### src/rtl/icache_pkg.sv
// Shared types and geometry helpers for the direct-mapped instruction cache.
package icache_pkg;

  typedef enum logic [1:0] {
    IDLE = 2'd0,
    REQ  = 2'd1,
    WAIT = 2'd2
  } state_t;

  localparam int LINE_WORDS = 4;
  localparam int OFFSET_W   = 4;
  localparam int WSEL_W     = 2;

  function automatic int idx_w(input int sets);
    return $clog2(sets);
  endfunction

  function automatic int tag_w(input int sets);
    return 32 - OFFSET_W - idx_w(sets);
  endfunction

endpackage

### src/rtl/icache_array.sv
// Tag, valid and data storage: async read by index/word, sync single-word
// write, tag write that also marks the line valid, and a bulk valid clear.
module icache_array
  import icache_pkg::*;
#(
  parameter int SETS = 32
) (
  input  logic                        i_clk,
  input  logic                        i_rst,
  input  logic [idx_w(SETS)-1:0]      rd_idx,
  input  logic [WSEL_W-1:0]           rd_off,
  output logic                        rd_valid,
  output logic [tag_w(SETS)-1:0]      rd_tag,
  output logic [31:0]                 rd_data,
  input  logic                        wr_en,
  input  logic [idx_w(SETS)-1:0]      wr_idx,
  input  logic [WSEL_W-1:0]           wr_off,
  input  logic [31:0]                 wr_data,
  input  logic                        tag_wr,
  input  logic [tag_w(SETS)-1:0]      wr_tag,
  input  logic                        clr_all
);

  localparam int TAG_W = tag_w(SETS);

  logic [31:0]      data_q [SETS][LINE_WORDS];
  logic [TAG_W-1:0] tag_q  [SETS];
  logic [SETS-1:0]  valid_q;

  // Data and tag storage carry no reset; the valid bits guard them.
  always_ff @(posedge i_clk) begin
    if (wr_en) data_q[wr_idx][wr_off] <= wr_data;
    if (tag_wr) tag_q[wr_idx] <= wr_tag;
  end

  // Valid bits: a bulk clear wins over a same-edge line install.
  always_ff @(posedge i_clk) begin
    if (i_rst || clr_all) valid_q <= '0;
    else if (tag_wr) valid_q[wr_idx] <= 1'b1;
  end

  assign rd_valid = valid_q[rd_idx];
  assign rd_tag   = tag_q[rd_idx];
  assign rd_data  = data_q[rd_idx][rd_off];

endmodule

### src/rtl/icache.sv
// Direct-mapped read-only instruction cache with a 4-word line refill engine.
//
//   state | meaning
//   ------+-----------------------------------------------------------
//   IDLE  | serving hits combinationally; a miss latches the line base
//   REQ   | waiting for backing memory ready to issue word cnt
//   WAIT  | read outstanding; capture returned word into the line
module icache
  import icache_pkg::*;
#(
  parameter int          SETS       = 32,
  parameter logic [31:0] RESET_ADDR = 32'h0000_0000
) (
  input  logic        i_clk,
  input  logic        i_rst,
  input  logic        i_req_ren,
  input  logic [31:0] i_req_addr,
  input  logic        i_inv,
  output logic [31:0] o_res_rdata,
  output logic        o_busy,
  output logic        o_mem_ren,
  output logic [31:0] o_mem_addr,
  input  logic        i_mem_ready,
  input  logic        i_mem_valid,
  input  logic [31:0] i_mem_rdata
);

  localparam int IDX_W = idx_w(SETS);
  localparam int TAG_W = tag_w(SETS);

  state_t            state;
  logic [WSEL_W-1:0] cnt;
  logic              inv_pending;
  logic [31:0]       miss_addr;
  logic              mem_ren_q;
  logic [31:0]       mem_addr_q;

  logic [IDX_W-1:0]  req_idx;
  logic [TAG_W-1:0]  req_tag;
  logic [WSEL_W-1:0] req_off;
  logic              rd_valid;
  logic [TAG_W-1:0]  rd_tag;
  logic [31:0]       rd_data;
  logic              hit;
  logic              miss;
  logic              fill_word;
  logic              fill_done;
  logic              clr_all;
  logic              unused_addr_bits;

  assign req_idx = i_req_addr[OFFSET_W +: IDX_W];
  assign req_tag = i_req_addr[31 -: TAG_W];
  assign req_off = i_req_addr[3:2];
  assign unused_addr_bits = ^i_req_addr[1:0];

  assign hit  = i_req_ren & rd_valid & (rd_tag == req_tag);
  assign miss = i_req_ren & ~hit;

  // Returned data only counts while a read is outstanding; a reset in the
  // same cycle suppresses the write so an aborted line never gets data.
  assign fill_word = (state == WAIT) & i_mem_valid & ~i_rst;
  assign fill_done = fill_word & (cnt == WSEL_W'(LINE_WORDS - 1));

  // An invalidate seen during a refill (including its last cycle) must also
  // kill the freshly installed line, so the request re-misses afterwards.
  assign clr_all = ~i_rst & (((state == IDLE) & i_inv) |
                             (fill_done & (inv_pending | i_inv)));

  assign o_busy      = (state != IDLE) | miss;
  assign o_res_rdata = rd_data;
  assign o_mem_ren   = mem_ren_q;
  assign o_mem_addr  = mem_addr_q;

  icache_array #(.SETS(SETS)) u_array (
    .i_clk    (i_clk),
    .i_rst    (i_rst),
    .rd_idx   (req_idx),
    .rd_off   (req_off),
    .rd_valid (rd_valid),
    .rd_tag   (rd_tag),
    .rd_data  (rd_data),
    .wr_en    (fill_word),
    .wr_idx   (miss_addr[OFFSET_W +: IDX_W]),
    .wr_off   (cnt),
    .wr_data  (i_mem_rdata),
    .tag_wr   (fill_done),
    .wr_tag   (miss_addr[31 -: TAG_W]),
    .clr_all  (clr_all)
  );

  // Refill sequencer with registered memory request outputs.
  always_ff @(posedge i_clk) begin
    if (i_rst) begin
      state       <= IDLE;
      cnt         <= '0;
      inv_pending <= 1'b0;
      miss_addr   <= RESET_ADDR;
      mem_ren_q   <= 1'b0;
      mem_addr_q  <= 32'h0;
    end else begin
      mem_ren_q <= 1'b0;
      if (i_inv && state != IDLE) inv_pending <= 1'b1;
      case (state)
        IDLE: begin
          if (miss) begin
            miss_addr <= i_req_addr & ~32'hF;
            cnt       <= '0;
            state     <= REQ;
          end
        end
        REQ: begin
          if (i_mem_ready) begin
            mem_ren_q  <= 1'b1;
            mem_addr_q <= miss_addr + {28'd0, cnt, 2'b00};
            state      <= WAIT;
          end
        end
        WAIT: begin
          if (i_mem_valid) begin
            if (cnt == WSEL_W'(LINE_WORDS - 1)) begin
              inv_pending <= 1'b0;
              state       <= IDLE;
            end else begin
              cnt   <= cnt + 1'b1;
              state <= REQ;
            end
          end
        end
        default: state <= IDLE;
      endcase
    end
  end

endmodule

### config.mk
export PLATFORM = sky130hd
export DESIGN_NAME = icache
export DESIGN_NICKNAME = d
export VERILOG_FILES = /design/src/rtl/icache_pkg.sv /design/src/rtl/icache_array.sv /design/src/rtl/icache.sv
export SDC_FILE = /design/constraint.sdc
export NUM_CORES = 2
export LEC_CHECK = 0
export CAP_MARGIN = 20
export CORE_ASPECT_RATIO = 0.8
export CORE_MARGIN = 4
export CORE_UTILIZATION = 45
export CTS_BUF_LIST = sky130_fd_sc_hd__clkbuf_4 sky130_fd_sc_hd__clkbuf_8
export DETAILED_ROUTE_END_ITERATION = 10
export PLACE_DENSITY_LB_ADDON = 0.12
export SYNTH_ARGS = -nofsm -noshare
export SYNTH_HDL_FRONTEND = slang
export SYNTH_MEMORY_MAX_BITS = 65536
export SYNTH_SLANG_ARGS = --single-unit
### constraint.sdc
create_clock -name i_clk -period 5.2 [get_ports i_clk]
set_clock_uncertainty 0.1 [all_clocks]
set_input_delay 0.78 -clock i_clk [delete_from_list [all_inputs] [get_ports i_clk]]
set_output_delay 0.78 -clock i_clk [all_outputs]
set_load 0.02 [all_outputs]
[After elaboration in Yosys (flattened, before gate mapping)]
Memory sizes are Yosys's and may differ from the RTL's.
Cells that the tools add are included.
Storage, ports and cells
  flip-flop bits (word level): 98
  memory bits (writable): 4832
  output and inout bits: 66
  logic and storage cells: 82
  memories: 2
Memories
  u_array.data_q: depth 32, width 128, rd ports 1, clocked after Yosys merged registers in 0, wr ports 1, RTL line icache_array.sv:26  | logic [31:0] data_q [SETS][LINE_WORDS];
  u_array.tag_q: depth 32, width 23, rd ports 1, clocked after Yosys merged registers in 0, wr ports 1, RTL line icache_array.sv:27  | logic [TAG_W-1:0] tag_q [SETS];
Operators by class
  $add $sub $neg: 2
  $lt $le $gt $ge: 6
  equality and inequality tests: 8
  muxes and demuxes: 27
  bitwise logic cells: 18
  reductions and logical operators: 12
Operator list (number)
  two-way mux 128 bit: 1
  two-way mux 32 bit: 3
  binary-select mux 32 bit (select 2 bit): 1
  demux 32 bit (select 2 bit): 1
  adder 32 x 4 -> 32 bit: 1
  OR 32 bit: 1
  == test 23 bit: 1
  less-than comparator 5 x 6 -> 1 bit (second input constant): 2
  two-way mux 2 bit: 6
  two-way mux 1 bit: 11
  AND 1 bit: 9
  inequality test 2 bit (second input constant): 4
  >= comparator 3 bit (second input constant): 2
  NOT 2 -> 3 bit: 2
  case mux 2 bit (3 select lines): 1
  binary-select mux 1 bit (select 5 bit): 1
  demux 1 bit (select 5 bit): 1
  >= comparator 5 x 1 -> 1 bit (second input constant): 1
  == test 2 bit (second input constant): 2
  case mux 2 bit (2 select lines): 1
  AND reduction 2 bit: 2
  AND reduction 4 bit: 1
  nonzero test 2 bit: 2
  logical AND 1 bit: 3
  other kinds (9): 13

[Longest topological paths before layout]
  depth after elaboration: 8
  mapped depth: 17
  gate-level depth less buffers: 10

[By module]
Synthesis repeated with hierarchy kept, for this count alone.
Second synthesis, totals
  cell total of the unflattened synthesis: 7494
  area total of the unflattened synthesis: 187762.6 sq um
Modules (own cells, without submodules)
  icache_array: times used 1, cells an instance 7166, area an instance 184862.3 sq um, seq. area each 145739.8 sq um
  icache: times used 1, cells an instance 328, area an instance 2900.3 sq um, seq. area each 1281.2 sq um

[Worst setup path after synthesis]
Ideal clock, no wire load.
  path type: input port to output port
  start point: input i_req_addr[4]
  end point: output o_res_rdata[0]
  arrival time: 3.749 ns
  required time: 4.320 ns
  setup slack: 0.571 ns
  stages on the path: 10
  buffers on the path: 6
  path through: buf_6 > buf_6 > buf_6 > buf_6 > buf_6 > buf_1 > mux4_2 > mux4_2 > mux4_2 > mux2_2
Between the ends
  longest elaborated chain between the ends: 4
Ends and longest elaborated chain
  from (decl): RTL line icache.sv:17  | input logic [31:0] i_req_addr,
  memory (32 x 128 bit)
  binary-select mux 32 bit (select 2 bit): RTL line icache_array.sv:44  | assign rd_data = data_q[rd_idx][rd_off];
  two-way mux 32 bit (implied by the code) (2 in a row): RTL line icache_array.sv:44
  to (decl): RTL line icache.sv:19  | output logic [31:0] o_res_rdata,
Every way passes these cells. The select of a mux whose other input is x is not followed.

[Worst setup path in the final report]
  start point: input i_req_addr[4]
  end point: output o_res_rdata[7]
Same word-level chain as after synthesis.

==> results.cfg <==
[floorplan]
die_h_um = 587
die_area_um2 = 429000
coreArea_um2 = 417000
initial_core_util_pct = 45.2
rows = 212
die_x_um = 731
ios = 136

[worst_setup_path]
required_ns = 4.32
crit_path_top_delay_cell = mux4_2
critical_path.cell_chain = buf_16, buf_8, buf_12, buf_12, buf_12, buf_12, mux4_2, mux4_2, mux4_2, mux2_2, buf_4
startpoint_type = input pin
critPathKind = input pin to output pin
reg2reg_depth = 15
reg2reg_slack_ns = 1.33
slowest_delay_ns = 0.65
worstPathMaxFanout = 12
path_common_cell = buf_12
end_kind = output pin
r2r-end = state[0]
crit_arrival_ns = 4.24
r2r_start = u_array.tag_q[15][0]

[global_route]
grt_pass1_vias = 91600
track_usage_pct = 24.4
grt_pass1_wl_um = 734000
grt_max_degree = 98
antenna_found_initial = 61
grt_overflow = 0

[synthesis]
ys_seq_elements = 4928
syn_inst = 7793
synth_cell_types = 56
avgSynthCellArea_um2 = 24.2
syn-cell-area_um2 = 188000
ys_seq_area_share_pct = 78.0
synth_edf_count = 4832
yosys_warnings = 0
ys_async_sr_fraction_pct = 0
synthFlopType = edfxtp_1

[placement]
gp_congestion = 0.791
numPortBuffers = 131
dp_hpwl_um = 290000
pre_cts_ws_ns = -0.503

[power]
combPwrFrac_pct = 5.8
internal_power_mw = 61.6
swShare_pct = 22.4
netSwitchingPower_mw = 17.8
irDropWorstVdd_uv = 256
power.share.clock_pct = 39.1
design_power_total_mw = 79.3
cellPowerDensity_nw_per_um2 = 366
power_frac_seq_pct = 55.1
p_leak_nw = 68.0

[final_layout]
final_util_pct = 52.0
area_growth_pct = 15.1
fin_nets = 8942
fillers = 32500
drive_above_1_share_pct = 36.5

[route]
wl_um = 530000
wire_per_inst_um = 35.3
first_pass_iters = 6
vias_per_cell = 6.06
vias = 91000
initialDrtViolationCount = 11600
drc = 0
ant_nets = 0

[run_status]
status = completed

[worst_hold_path]
hp-class = input pin to flop
worstHoldStart = i_mem_rdata[3]
hold_end = u_array.data_q[4][99]
hold_depth = 1

[timing]
whs_ns = 0.123
min_period_ns = 5.12
worst_slew_pin_slew_ns = 1.14
slew_headroom_pct = 23.8
final_max_slew_viol_count = 0
fin_setup_tns_ns = 0
finalSetupViolCount = 0
max_freq_mhz = 195
finalCritPeriodShare_pct = 98.6
rsz0062_at_grt = yes
finalHoldViolCount = 0
worst_slack_ns = 0.0750

[clock_network]
clk_path_buf_depth = 4
clock-root-buffer = clkbuf_8
cts_sinks = 4928
htreeDepth = 6
cts_tree = yes
clkTransAtPathRegs_ns = 0.06
insertion_delay_ns = 1.29
numCtsBuffers = 756

[flow_run]
drv_cap = 0
[flip-flops by register name, summed over array words and instances (netlist names)]
| register | flops |
|---|---|
| cnt | 2 |
| inv_pending | 1 |
| u_array.data_q | 4096 |
| state | 2 |
| u_array.tag_q | 736 |
| u_array.valid_q | 32 |
| o_mem_addr | 30 |
| o_mem_ren | 1 |
| miss_addr | 28 |
[synthesized netlist by cell type (all sizes together) (7+ instances only)]
cell    instances  area share [%]
edfxtp       4832              77
mux4         1452              17
buf           301            0.93
nor2          220            0.45
mux2i         195             1.0
nand2         135            0.27
clkbuf        123            0.25
dfxtp          96             1.0
a22oi          65            0.26
a21oi          59            0.16
nand2b         57            0.19
mux2           52            0.31
nor2b          20           0.066
nand3          19           0.050
o22ai          16           0.053
xnor2          12           0.056
and3           11           0.037
xor2           11           0.051
nand4          10           0.033
a211oi          9           0.036
nor4            9           0.030
a221oi          8           0.037
o21ai           8           0.021
inv             7           0.014
[kinds of logic (layout without fill, tap and decap cells)]
group / count (synthesis) / count (layout) / synth area share (%)
flops: 4928 / 4928 / 78.0
mux: 1699 / 1699 / 18.7
simple gates: 512 / 512 / 1.24
buf+inv: 431 / 2073 / 1.19
compound gates: 195 / 195 / 0.697
xor+xnor: 23 / 23 / 0.107
fa+ha+maj: 4 / 4 / 0.0266
other cells: 1 / 28 / 0.00199
[area by class of cell]
class | count | area (µm²) | share of cell area, %
antenna | 26 | 65.1 | 0.0300
clock buffer | 1022 | 12500 | 5.77
clock inverter | 304 | 1780 | 0.820
inverter | 7 | 33.8 | 0.0156
multi-input combinational | 2435 | 40300 | 18.6
sequential | 4928 | 147000 | 67.8
tap | 5564 | 6960 | 3.21
timing repair buffer | 740 | 8260 | 3.81
[timing repair]
item,CTS,global route
resized for setup,27,25
setup endpoints to repair,26,16
gates cloned,3,1
hold endpoints to repair,994,80
pin swaps,2,6
hold buffers,38,2
buffers inserted,2,8
[worst max-delay path, delay by kind of cell]
kind	cells	cell delay, ns
muxes	4	2.15
buffers and inverters	7	1.21
[worst max path at each step]
stage / start / endpoint / depth (start not counted)
finish: i_req_addr[4] / o_res_rdata[7] / 11
floorplan: i_req_addr[4] / o_res_rdata[0] / 10
CTS: u_array.tag_q[15][0] / o_busy / 14
global route: u_array.tag_q[7][18] / o_busy / 11
detailed placement: i_req_addr[4] / o_busy / 15
global placement: i_req_addr[4] / o_busy / 15
[cell usage in the layout, fill, tap and decap left out, types with 11 or more instances in the layout]
cell type        netlist  layout
inv_6                  0      16
nor2_1               216      86
o22ai_1               16      16
buf_16                 0      28
diode_2                0      26
clkinvlp_4             0      17
a22oi_1               65      65
edfxtp_1            4832    4832
a21oi_1               59      58
nand2_1              135     131
inv_8                  0      14
buf_12                 0     142
mux2i_1              195     195
mux4_2              1452    1452
nor2_4                 1     130
clkinv_1               0     177
dlygate4sd3_1          0      40
clkinv_2               0      67
clkbuf_8               0     776
clkdlybuf4s50_1        0      58
nand3_1               19      18
dfxtp_1               96      96
clkbuf_4               0     247
mux2_2                52      51
xnor2_1               12      11
buf_4                 37     451
nand2b_1              57      57
nor2b_1               20      20
[layer usage]
layer / wire length, µm / global-route usage (%)
met5: 106 / 0
met4: 11600 / 5.61
met3: 47300 / 5.11
met2: 242000 / 36.8
met1: 229000 / 37.0
[power groups by stage]
| stage | Combinational (mW) | Clock (mW) | Sequential, mW |
|---|---|---|---|
| 2_1_floorplan | 2.21 | 0 | 44.6 |
| 3_3_place_gp | 4.33 | 0 | 44.6 |
| 3_5_place_dp | 4.39 | 0 | 44.6 |
| 4_1_cts | 4.44 | 31.8 | 43.8 |
| 5_1_grt | 4.79 | 33.7 | 43.7 |
| 6_report | 4.56 | 31.1 | 43.7 |
[stage by stage]
stage               cells  area, µm²
floorplan            7794     188000
global placement    13600     201000
detailed placement  13600     201000
CTS                 15000     216000
global route        15000     217000
finish              15000     217000
Power figures use the tool's default switching activity.
